===== src/rtl/memdata_arbiter.sv =====
// Data-memory arbiter: the CPU MEM stage has fixed priority over a DMA/debug
// master, and a starvation counter forces a one-cycle DMA slot.
module memdata_arbiter #(
  parameter int ADDR_W       = 9,
  parameter int DATA_W       = 16,
  parameter int STARVE_LIMIT = 8
) (
  input  logic              clk,
  input  logic              rst_n,
  input  logic              cpu_req,
  input  logic              cpu_we,
  input  logic [ADDR_W-1:0] cpu_address,
  input  logic [DATA_W-1:0] cpu_wdata,
  output logic [DATA_W-1:0] cpu_rdata,
  output logic              cpu_stall,
  input  logic              dma_req,
  input  logic              dma_we,
  input  logic [ADDR_W-1:0] dma_address,
  input  logic [DATA_W-1:0] dma_wdata,
  output logic              dma_gnt,
  output logic [DATA_W-1:0] dma_rdata,
  output logic              dma_rvalid,
  output logic              mem_we,
  output logic [ADDR_W-1:0] mem_address,
  output logic [DATA_W-1:0] mem_data_in,
  input  logic [DATA_W-1:0] mem_data_out
);

  localparam int CNT_W = (STARVE_LIMIT > 1) ? $clog2(STARVE_LIMIT) : 1;
  localparam logic [CNT_W-1:0] CNT_MAX = CNT_W'(STARVE_LIMIT - 1);

  typedef enum logic {NORMAL, FORCE} state_t;

  state_t            state_q, state_d;
  logic [CNT_W-1:0]  wait_cnt_q, wait_cnt_d;
  logic [DATA_W-1:0] dma_rdata_q, dma_rdata_d;
  logic              dma_rvalid_q, dma_rvalid_d;
  logic              dma_win;

  // Grant is gated by rst_n so nothing reaches the memory while reset is held.
  always_comb begin
    dma_win     = rst_n && dma_req && ((state_q == FORCE) || !cpu_req);
    dma_gnt     = dma_win;
    cpu_stall   = rst_n && cpu_req && dma_win;
    mem_we      = rst_n && (dma_win ? dma_we : (cpu_req && cpu_we));
    mem_address = dma_win ? dma_address : cpu_address;
    mem_data_in = dma_win ? dma_wdata : cpu_wdata;
    cpu_rdata   = mem_data_out;
  end

  always_comb begin
    state_d      = NORMAL;
    wait_cnt_d   = '0;
    dma_rvalid_d = dma_win && !dma_we;
    dma_rdata_d  = dma_rvalid_d ? mem_data_out : dma_rdata_q;
    if ((state_q == NORMAL) && dma_req && !dma_win) begin
      if (wait_cnt_q == CNT_MAX) begin
        state_d = FORCE;
      end else begin
        wait_cnt_d = wait_cnt_q + CNT_W'(1);
      end
    end
  end

  always_ff @(posedge clk or negedge rst_n) begin
    if (!rst_n) begin
      state_q      <= NORMAL;
      wait_cnt_q   <= '0;
      dma_rdata_q  <= '0;
      dma_rvalid_q <= 1'b0;
    end else begin
      state_q      <= state_d;
      wait_cnt_q   <= wait_cnt_d;
      dma_rdata_q  <= dma_rdata_d;
      dma_rvalid_q <= dma_rvalid_d;
    end
  end

  assign dma_rdata  = dma_rdata_q;
  assign dma_rvalid = dma_rvalid_q;

endmodule

===== config.mk =====
export PLATFORM = sky130hd
export DESIGN_NAME = memdata_arbiter
export DESIGN_NICKNAME = d
export VERILOG_FILES = /design/src/rtl/memdata_arbiter.sv
export SDC_FILE = /design/constraint.sdc
export NUM_CORES = 1
export LEC_CHECK = 0
export BUFFER_PORTS_ARGS = -buffer_cell sky130_fd_sc_hd__buf_2
export CAP_MARGIN = 20
export CORE_UTILIZATION = 30
export DETAILED_ROUTE_END_ITERATION = 8
export PLACE_DENSITY = 0.7
export SLEW_MARGIN = 25
export SYNTH_ARGS = -nofsm -noshare
export SYNTH_HDL_FRONTEND = slang
export SYNTH_SLANG_ARGS = --single-unit

===== constraint.sdc =====
create_clock -name clk -period 2.1 [get_ports clk]
set_clock_uncertainty 0.2 [all_clocks]
set_input_delay 0.21 -clock clk [delete_from_list [all_inputs] [get_ports clk]]
set_output_delay 0.21 -clock clk [all_outputs]
set_load 0.02 [all_outputs]

==> impl_metrics.env <==
export IMPL_final_setup_viol_count=0
export IMPL_worst_endpoint_required_ns=1.69
export IMPL_worst_hold_startpoint="mem_data_out[6]"
export IMPL_netlist_instances=98
export IMPL_yosysWarnings=0
export IMPL_swShare_pct=33.42
export IMPL_drc_errors=0
export IMPL_syn_mean_instance_area_um2=13.39
export IMPL_die_w_um=68.15
export IMPL_drv_slew=0
export IMPL_antenna_found_initial=0
export IMPL_cts_htree_levels=1
export IMPL_setup_slack_ns=0.08267
export IMPL_antenna_cells=0
export IMPL_p_switching_w=0.0004348
export IMPL_finalCritPeriodShare_pct=96.06
export IMPL_total_power_per_unit_cell_area_nw_per_um2=613.4
export IMPL_worst_r2r_cell_count=3
export IMPL_power_sequential_fraction_pct=39.3
export IMPL_areaGrowthSynthToFinish_pct=61.58
export IMPL_power_internal_w=0.0008662
export IMPL_cts_sinks=21
export IMPL_power_frac_clock_pct=19.8
export IMPL_layout_drive_gt1_share_pct=78.21
export IMPL_drt_wl_total_um=3480
export IMPL_cts_tree="built"
export IMPL_grt_overflow=0
export IMPL_design_final_nets=309
export IMPL_worst_hold_path_num_cells=2
export IMPL_synth_yosys_seq_area_share_pct=40.04
export IMPL_post_drt_via_cell_ratio=4.373
export IMPL_r2r_start="state_q"
export IMPL_die_area_um2=4644
export IMPL_coreArea_um2=4086
export IMPL_flip_flop_cell_with_the_highest_count_after_synthesis="dfrtp_1"
export IMPL_netlist_area_um2=1313
export IMPL_register_bit_total_from_synthesis=21
export IMPL_fillers=365
export IMPL_place_hpwl_um=2638
export IMPL_crit_path_end_kind="primary output"
export IMPL_worst_r2r_endpoint="dma_rdata[8]"
export IMPL_cts_buffers=3
export IMPL_vdd_ir_drop_worst_uv=405.6
export IMPL_first_global_vias=1158
export IMPL_place_gp_congestion=0.6658
export IMPL_syn_nets=172
export IMPL_groute_usage_overall_pct=14.12
export IMPL_placementRows=23
export IMPL_crit_path_max_fanout=28
export IMPL_detail_route_antenna_nets=0
export IMPL_starting_density_of_the_core_pct=32.12
export IMPL_drt_iter0_drc=7
export IMPL_wire_length_of_the_first_global_routing_pass_um=4850
export IMPL_rsz0062_at_grt="no"
export IMPL_timing_reg2reg_setup_slack_ns=0.56
export IMPL_yosysMostFrequentCell="mux2_2"
export IMPL_relSlewSlack_pct=74.05
export IMPL_clockBufferDepth=2
export IMPL_chipHeight_um=68.15
export IMPL_post_synth_main_area_contributors="dfrtp_1, mux2_2, buf_4"
export IMPL_wl_per_cell_um=12.25
export IMPL_criticalPathCategory="register to primary output"
export IMPL_dpl_worst_slack_ns=0.3375
export IMPL_dr_total_vias=1242
export IMPL_ios=133
export IMPL_fmax_mhz=495.7
export IMPL_max_slew_worst_pin_slew_ns=0.3869
export IMPL_clk_root_buffer_cell="clkbuf_8"
export IMPL_min_delay_worst_endpoint="dma_rdata[6]"
export IMPL_total_power_w=0.001301
export IMPL_grt_start_max_net_pins=29
export IMPL_utilization_pct=51.90
export IMPL_cts_clk_slew_worst_paths_ns=0.07
export IMPL_yosysTopAreaCell="dfrtp_1"
export IMPL_setup_worst_path_start_class="register"
export IMPL_post_route_min_period_ns=2.017
export IMPL_cellLeakagePower_nw=1.189
export IMPL_fin_hold_ws_ns=0.003728
export IMPL_yosys_area_top_type_share_pct=40.04
export IMPL_clock_network_latency_to_the_later_pin_of_the_worst_skew_pair_ns=0.25
export IMPL_setup_tns_ns=0
export IMPL_report_final_hold_viol_count=0
export IMPL_holdCritPathClass="input port to register"
export IMPL_port_buffer_count=132
export IMPL_tritonroute_pass_1_iters=4
export IMPL_run_status="completed"
export IMPL_critical_path_arrival_ns=1.61
export IMPL_max_cap_violations=0
export IMPL_synth_distinct_cells=17
export IMPL_synth_edf_count=0
export IMPL_synth_top_cells_by_count="mux2_2, dfrtp_1, buf_4, mux2_4, inv_1"
export IMPL_power_share_combinational_pct=40.9
export IMPL_asyncSetResetFlopFracSynth_pct=100.0
==> kinds of logic after synthesis <==
family | Yosys count | synth area share (%)
AOI/OAI and AO/OA | 4 | 4.767
adders and majority gates | 2 | 1.906
buffers and inverters | 24 | 13.15
DFF | 21 | 40.04
muxes | 41 | 37.46
and+or+nand+nor | 6 | 2.669
==> area by class of cell <==
type	count	area (um^2)	share of cell area [%]
timing repair buffer	151	853.3	40.24
tap	50	62.56	2.950
clock buffer	4	45.04	2.124
inverter	5	18.77	0.8850
multi-input combinational	53	614.3	28.97
sequential	21	526.8	24.84
==> metrics by stage <==
stage / instances / area, um^2
6_report: 284 / 2121
5_1_grt: 284 / 2121
4_1_cts: 284 / 2120
3_5_place_dp: 265 / 1924
3_3_place_gp: 265 / 1924
2_1_floorplan: 98 / 1313
==> repair_timing <==
item,CTS,global route
setup buffers,0,0
resized for setup,0,1
setup endpoints to repair,0,1
hold buffers,15,0
endpoints found under the hold margin,35,0
==> power by group through the flow <==
stage,registers [W],clock network (W),logic [W]
global route,0.000522,0.000290,0.000569
floorplan,0.000604,0,0.000237
detailed placement,0.000515,0,0.000515
finish,0.000512,0.000257,0.000532
global placement,0.000518,0,0.000509
CTS,0.000512,0.000268,0.000536
==> layer usage <==
metal  vias up  global-route usage, %  wire [um]
met1       559                  13.13       1214
met2        79                  28.55       1833
met3         4                  4.167        408
met4         0                  4.427         23
met5         -                      0          0
li1        600                      -          -
==> worst max-delay path, cell delays in order (launching register included) <==
cell and delay, ns:
dfrtp_2 0.44, o211ai_4 0.18, buf_12 0.20, mux2_2 0.36
buf_2 0.16
==> how the worst max path moves through the flow <==
stage | from | depth (start not counted) | endpoint | slack (ns)
6_report | state_q | 4 | mem_data_in[1] | 0.08
5_1_grt | state_q | 4 | mem_data_in[1] | 0.02
4_1_cts | state_q | 4 | mem_data_in[1] | 0.05
3_5_place_dp | state_q | 4 | mem_data_in[1] | 0.34
3_3_place_gp | state_q | 4 | mem_data_in[1] | 0.35
2_1_floorplan | state_q | 3 | mem_we | 0.21
==> registers in the layout, summed over array words and instances (netlist names) <==
register and cells:
wait_cnt_q 3, dma_rdata 16, dma_rvalid 1, state_q 1
==> cell usage in the layout, fill, tap and decap left out <==
cell type	netlist	routed
o211ai_4	1	1
dfrtp_1	21	20
dlygate4sd3_1	0	15
clkbuf_8	0	3
o2111ai_4	1	1
nor2_1	1	1
buf_4	16	3
a211oi_1	1	1
mux2_4	8	8
nand3_1	1	1
inv_1	4	4
ha_1	2	2
buf_12	0	1
buf_2	0	132
clkbuf_1	0	1
and2_1	3	3
dfrtp_2	0	1
mux2_1	1	1
a21boi_0	1	1
inv_2	1	1
mux2_2	32	32
nor3b_1	1	1
Power figures use the tool's default switching activity.
